## config.mk

```make
export PLATFORM = sky130hd
export DESIGN_NAME = timx_dtg_brk_nch
export DESIGN_NICKNAME = d
export VERILOG_FILES = /design/src/rtl/timx_dtg_brk_nch.sv
export SDC_FILE = /design/constraint.sdc
export NUM_CORES = 1
export LEC_CHECK = 0
export BUFFER_PORTS_ARGS = -buffer_cell sky130_fd_sc_hd__buf_2
export CAP_MARGIN = 20
export CORE_ASPECT_RATIO = 1.4
export CORE_MARGIN = 8
export CORE_UTILIZATION = 45
export CTS_CLUSTER_SIZE = 30
export DETAILED_ROUTE_END_ITERATION = 12
export HOLD_SLACK_MARGIN = 0.06
export PLACE_DENSITY_LB_ADDON = 0.15
export REMOVE_ABC_BUFFERS = 1
export SLEW_MARGIN = 25
export SYNTH_ARGS = -nofsm -noshare
export SYNTH_HDL_FRONTEND = slang
export SYNTH_SLANG_ARGS = --single-unit
```

## constraint.sdc

```tcl
create_clock -name apb_clk -period 3.2 [get_ports apb_clk]
set_input_delay 0.32 -clock apb_clk [delete_from_list [all_inputs] [get_ports apb_clk]]
set_output_delay 0.32 -clock apb_clk [all_outputs]
set_load 0.01 [all_outputs]
```

## src/rtl/timx_dtg_brk_nch.sv

```systemverilog
// timx_dtg_brk_nch: N-channel complementary output stage with dead time, break filter and MOE control
module timx_dtg_brk_nch #(
    parameter int NCH     = 3,
    parameter int DTW     = 8,
    parameter int BK_FILT = 4
) (
    input  logic           apb_clk,
    input  logic           apb_rst,
    input  logic [NCH-1:0] ocref,
    input  logic [NCH-1:0] cc_e,
    input  logic [NCH-1:0] cc_ne,
    input  logic [NCH-1:0] cc_p,
    input  logic [NCH-1:0] cc_np,
    input  logic [NCH-1:0] ois,
    input  logic [NCH-1:0] oisn,
    input  logic [DTW-1:0] dtg,
    input  logic           ossr,
    input  logic           ossi,
    input  logic           bke,
    input  logic           bkp,
    input  logic           aoe,
    input  logic           bkin,
    input  logic           moe_set,
    input  logic           moe_clr,
    input  logic           update_ev,
    input  logic           bif_clr,
    output logic [NCH-1:0] ch_out,
    output logic [NCH-1:0] ch_out_en,
    output logic [NCH-1:0] chn_out,
    output logic [NCH-1:0] chn_out_en,
    output logic           moe,
    output logic           brk_active,
    output logic           bif
);
    localparam int FW = $clog2(BK_FILT + 1);
    logic [NCH-1:0] ref_q, raw, raw_n, ch_nx, chn_nx, en_nx, enn_nx;
    logic [DTW-1:0] cnt [NCH];
    logic [DTW-1:0] cnt_nx [NCH];
    logic [FW-1:0]  fcnt, fcnt_nx;
    logic [FW:0]    finc;
    logic           samp, brk_nx, moe_nx, bif_nx;
    always_comb begin
        samp    = (bkin == bkp) & bke;
        finc    = {1'b0, fcnt} + (FW+1)'(1);
        brk_nx  = brk_active;
        fcnt_nx = '0;
        if (!bke)
            brk_nx = 1'b0;
        else if (samp != brk_active) begin
            if (finc == (FW+1)'(BK_FILT))
                brk_nx = samp;
            else
                fcnt_nx = finc[FW-1:0];
        end
        // a pending or held break blocks moe_set, including the cycle it is released
        moe_nx = (brk_active | brk_nx | moe_clr) ? 1'b0 :
                 (moe_set | (aoe & update_ev))   ? 1'b1 : moe;
        bif_nx = (brk_nx & ~brk_active) | (bif & ~bif_clr);
    end
    always_comb begin
        cnt_nx = cnt;
        raw    = '0;
        raw_n  = '0;
        ch_nx  = '0;
        chn_nx = '0;
        en_nx  = '0;
        enn_nx = '0;
        for (int i = 0; i < NCH; i++) begin
            cnt_nx[i] = (ocref[i] != ref_q[i]) ? dtg :
                        (cnt[i] != '0)         ? cnt[i] - DTW'(1) : cnt[i];
            raw[i]    = (cc_e[i] & cc_ne[i]) ? ocref[i] & (cnt_nx[i] == '0) : ocref[i];
            raw_n[i]  = (cc_e[i] & cc_ne[i]) ? ~ocref[i] & (cnt_nx[i] == '0) : ocref[i];
            ch_nx[i]  = moe_nx ? (cc_e[i] ? raw[i] ^ cc_p[i] : cc_p[i]) : ois[i];
            chn_nx[i] = moe_nx ? (cc_ne[i] ? raw_n[i] ^ cc_np[i] : cc_np[i]) :
                                 oisn[i] & ~(cc_ne[i] & ois[i]);
            en_nx[i]  = moe_nx ? cc_e[i] | ossr : ossi;
            enn_nx[i] = moe_nx ? cc_ne[i] | ossr : ossi;
        end
    end
    always_ff @(posedge apb_clk) begin
        if (apb_rst) begin
            ref_q      <= '0;
            cnt        <= '{default: '0};
            fcnt       <= '0;
            brk_active <= 1'b0;
            moe        <= 1'b0;
            bif        <= 1'b0;
            ch_out     <= '0;
            ch_out_en  <= '0;
            chn_out    <= '0;
            chn_out_en <= '0;
        end else begin
            ref_q      <= ocref;
            cnt        <= cnt_nx;
            fcnt       <= fcnt_nx;
            brk_active <= brk_nx;
            moe        <= moe_nx;
            bif        <= bif_nx;
            ch_out     <= ch_nx;
            ch_out_en  <= en_nx;
            chn_out    <= chn_nx;
            chn_out_en <= enn_nx;
        end
    end
endmodule

```

### After elaboration in Yosys (flattened, before gate mapping)

Index checks and enable logic that the tools add are counted.

* bits of input ports: 41
* flip-flop bits (word level): 45

* muxes and demuxes: 35
* add/subtract/negate cells: 4
* equal/unequal tests: 6
* reductions and logical operators: 7
* bitwise operators: 45

Operator list (count)
* 8-bit two-way mux: 6
* 1-bit two-way mux: 29
* 8-bit zero test: 3
* 8-bit nonzero test: 3
* 8-bit by 1-bit subtractor with 8-bit output (second input constant): 3
* 1-bit AND: 19
* 1-bit NOT: 10
* 1-bit OR: 10
* 1-bit XOR: 6
* 3-bit by 1-bit adder with 4-bit output (second input constant): 1
* 4-bit by 3-bit equality test with 1-bit output (second input constant): 1
* 1-bit inequality test: 4
* 4-bit OR reduction: 1
* 1-bit equality test: 1

### Logic depth before layout (Yosys ltp)

* depth after elaboration: 9
* depth in mapped cells: 10
* mapped depth without buffers: 9

### Worst setup path after synthesis

Ideal clock, no wire load.

* path kind: register to register
* start: reg cnt[8] in the netlist's numbering
* end: reg chn_out[1]
* required time: 3.073 ns
* cell stages (with the launch flop): 11
* arrival: 2.543 ns
* setup time: 0.127 ns
* setup slack: 0.530 ns
* cells stage by stage: dfxtp_1 -> inv_1 -> ha_1 -> or3b_2 -> or2_0 -> clkbuf_2 -> a221o_1 -> nor4_2 -> nand4b_1 -> nand4_1 -> or3b_1

* cells in the longest elaborated chain, start to end: 9
* elaborated cells between the ends (all ways): 10
* classes of those cells: add/sub (1); mux (5); bitwise (2); reduce/logical (2)

RTL lines
* from (decl): RTL line 37 `logic [DTW-1:0] cnt [NCH];`
* from (signal assigned): RTL line 94 `cnt <= cnt_nx;`
* 8-bit by 1-bit subtractor with 8-bit output or 8-bit nonzero test (tied branches): RTL line 70 `(cnt[i] != '0) ? cnt[i] - DTW'(1) : cnt[i];`
* 8-bit two-way mux (*): RTL line 70
* 8-bit two-way mux (*): RTL line 69 `cnt_nx[i] = (ocref[i] != ref_q[i]) ? dtg :`
* 8-bit zero test (*): RTL line 72 `raw_n[i] = (cc_e[i] & cc_ne[i]) ? ~ocref[i] & (cnt_nx[i] == '0) : ocref[i];`
* 1-bit AND (*): RTL line 72
* 1-bit two-way mux (*): RTL line 72
* 1-bit XOR (*): RTL line 74 `chn_nx[i] = moe_nx ? (cc_ne[i] ? raw_n[i] ^ cc_np[i] : cc_np[i]) :`
* 1-bit two-way mux (*) (2 in a row): RTL line 74
* to (signal assigned): RTL line 101 `chn_out <= chn_nx;`
* to (decl): RTL line 29 `output logic [NCH-1:0] chn_out,`

Every way passes the cells marked *; elsewhere a longest branch is shown, timed or not.
A chain may end at the register's enable or synchronous reset.

### Worst setup path after layout

Same ends and word-level chain as after synthesis.

==> run summary <==
The mean cell area of the mapped netlist came out at between 8 and 9 um2. The post-cts gate resize count is 0. The run finished with clean final reports.

The number of distinct library cell variants in the gate-level netlist after synthesis is 54. The total count of max-transition violations in the final report is 0. The number of core rows came out at 33. Summed over all failing endpoints, the final setup total negative slack is 0 ns.

The floorplan step defined a core boundary enclosing 5780 um2. The overflow left after global routing is 0. The y dimension of the die is 107 um. Among all flip-flop cells after synthesis, the most frequent one is dfxtp_1. The clock tree skew after final layout came out at 0.00868 ns. The global router's overall resource usage came out at 0.159.

The first TritonRoute pass finished after 4 iterations. The largest total area in the synthesized netlist belongs to dfxtp_1. The starting density of the core came out at 0.458.

The clock network latency to the later pin of the worst-skew pair is 0.30 ns. The worst hold path begins at ois[1]. The synthesized design contains 0 enable-type register cells. The library cell used most frequently in the layout, excluding fill and tap cells, is buf_2. Routability-driven placement finished with a final weighted congestion of 0.870.

The depth of the CTS H-tree is 2. The number of global-route vias before repair came out at 2,557. Of the synthesized area, sequential elements account for 0.340. The library cells used most frequently in the layout, excluding fill and tap cells, are 55 x buf_2, 45 x dfxtp_1, 32 x nor2_1, 25 x nand2_1, 18 x a21oi_1.

The number of nets with antenna violations after routing is 0. For the worst setup path, the data arrival time is 3.07 ns. The area after detailed placement came out at 3000 um2.

The remaining design rule violation count is 0. The fraction of registers with async set or reset after synthesis came out at 0. The post-route minimum period came out at roughly 2.9 ns. Fill cells in the final layout number roughly 580. The wire length of the first global-routing pass is 11.3 mm. The final cycle utilization of the critical path came out at 0.902. The synthesized cell area is between 2000 and 3000 um2. The count of cells in the finished layout, fillers not included, comes to ~450.

The CTS sink count is 45. The final setup violation count came out at 0. STA classifies the critical path endpoint as a register.

The cell count after synthesis is 327. The total CTS buffers is 5. Compared with the post-synthesis result, the final layout area differs by 17.6%. The die is 80.9 um wide. The timing startpoint of the critical path is cnt[8]. Detailed placement ended at an HPWL of about 5.3 mm. Across the whole layout, storage elements account for roughly 900 um2.

The number of I/O port buffers came out at 55. The number of ports placed on the die boundary is 56. The power per cell area came out at 530 nW/um2. The area enclosed by the die boundary is 8640 um2. The number of post-CTS setup repair buffers is 0. The worst setup path is launched from a register. No sink is reached through more buffers than the 2 on the longest clock path. The wire length per cell after detailed routing came out at around 15 um.

In the post-synthesis netlist, the biggest area contributors are dfxtp_1 34%, nor2_1 4.5%, nand2_1 3.5%. The post-layout instance area came out at 3120 um2. The clock transition at the registers of the reported paths came out at 0.08 ns. The routed design has 6.81 mm of wire.

TritonCTS built the clock tree. The area share of the leading cell type in the synthesized netlist is 0.340. The number of antenna violations at the first check in global routing is 0.

The leakage dissipation is between 1 and 1.5 nW. The relative slew slack came out at 0.533. The tool flagged a number of max-cap violations equal to 0. The count of nets after finishing is 430.

The worst voltage drop across the vdd grid came out at about 0.00024 V. The share of post-route cells with drive strength above 1 came out at 0.196. Setup repair after global routing left no endpoint under its margin. The worst-margin pin slew is 0.696 ns. The hold buffer count at cts came out at 0. The highest attainable clock frequency is 0.347 GHz.

The synthesized design contains 45 register bits. The worst endpoint required time came out at 3.39 ns. The critical-path maximum fanout is 7. The final number of hold-violating endpoints came to 0. The detailed router finished its first iteration with around 120 violations. The maximum number of pins on one net before global-route repair came out at 38. The total number of vias is 2,551. The reg-to-reg startpoint is cnt[8]. After detailed placement, the design holds a cell count of 445. The multi-input combinational cells in the finished layout cover a total of 1650 um2. The clock tree root driver cell is clkbuf_8. The Yosys warning count is 0.

The number of antenna repair diodes came out at 0. The worst hold path belongs to the class input pin to register. The worst setup path is of the register to register kind.

Using the TritonRoute via totals, the vias-per-cell ratio works out to 5.63.
-- Yosys cell counts (all sizes together), types with 3 or more instances --
cell type,number
o31ai,3
dfxtp,45
nand2,25
nand4,3
o21ai,10
nor3,16
mux2i,6
or2,4
and3,3
nand2b,7
xor2,10
nor2b,11
nor4b,4
clkbuf,10
or3b,4
a211oi,8
nor2,32
a31oi,6
o31a,10
or4,7
xnor2,8
nand3,7
a21oi,18
nor3b,4
nand3b,3
a22oi,5
ha,7
inv,16
o211ai,3
nor4,7
-- report_power, final --
group,internal (mW),switching [mW],leakage (nW)
clock network,0.255,0.190,0.0585
registers,0.621,0.0587,0.373
logic,0.235,0.292,0.894
-- worst max-delay path, stage by stage (launching register included) --
cell	delay (ns)
dfxtp_1	0.36
inv_1	0.11
ha_1	0.18
or3b_2	0.47
or2_0	0.31
a221o_1	0.36
nor4_2	0.37
nand4b_1	0.17
nand4_1	0.11
or3b_1	0.33
-- flip-flops by register name, summed over array words and instances (netlist names) --
signal	count
bif	1
brk_active	1
ch_out	3
ch_out_en	3
chn_out	3
chn_out_en	3
cnt	24
fcnt	3
moe	1
ref_q	3
-- area by class of cell --
cell class,instances,share of cell area
Clock inverter,1,0.00964
Multi-Input combinational cell,255,0.528
Timing Repair Buffer,59,0.0980
Clock buffer,7,0.0277
Tap cell,70,0.0281
Inverter,16,0.0193
Sequential cell,45,0.289
-- layer usage --
metal,GRT usage,vias to the layer above,share of wire
met5,0,-,0
met4,0.0551,0,0.016
li1,-,1307,-
met2,0.278,63,0.49
met1,0.177,1172,0.43
met3,0.0436,9,0.058
-- worst paths after layout --
| path | to | slack [ns] | cells past startpoint |
|---|---|---|---|
| worst min register to register | fcnt[0] | 0.43 | 1 |
| worst max register to register | chn_out[1] | 0.31 | 9 |
| worst min-delay path | ch_out[1] | 0.24 | 3 |
| worst max-delay path | chn_out[1] | 0.31 | 9 |
-- metrics by stage --
step | utilization | hold slack (ns) | total power [mW] | worst slack (ns)
global route | 0.539 | 0.249 | 1.75 | 0.0922
global placement | 0.519 | 0.409 | 1.21 | 0.431
floorplan | - | 0.389 | 1.05 | 0.564
CTS | 0.539 | 0.233 | 1.67 | 0.311
finish | 0.539 | 0.239 | 1.65 | 0.315
detailed placement | 0.519 | 0.419 | 1.22 | 0.339
-- cell families after synthesis --
kind of cell / synth area share
muxes: 0.0312
buffers and inverters: 0.0392
AOI/OAI and AO/OA: 0.198
xor gates and xnor gates: 0.0595
adders and majority gates: 0.0330
and+or+nand+nor: 0.299
DFF: 0.340
Note: power is estimated with default switching activity, not from simulation.
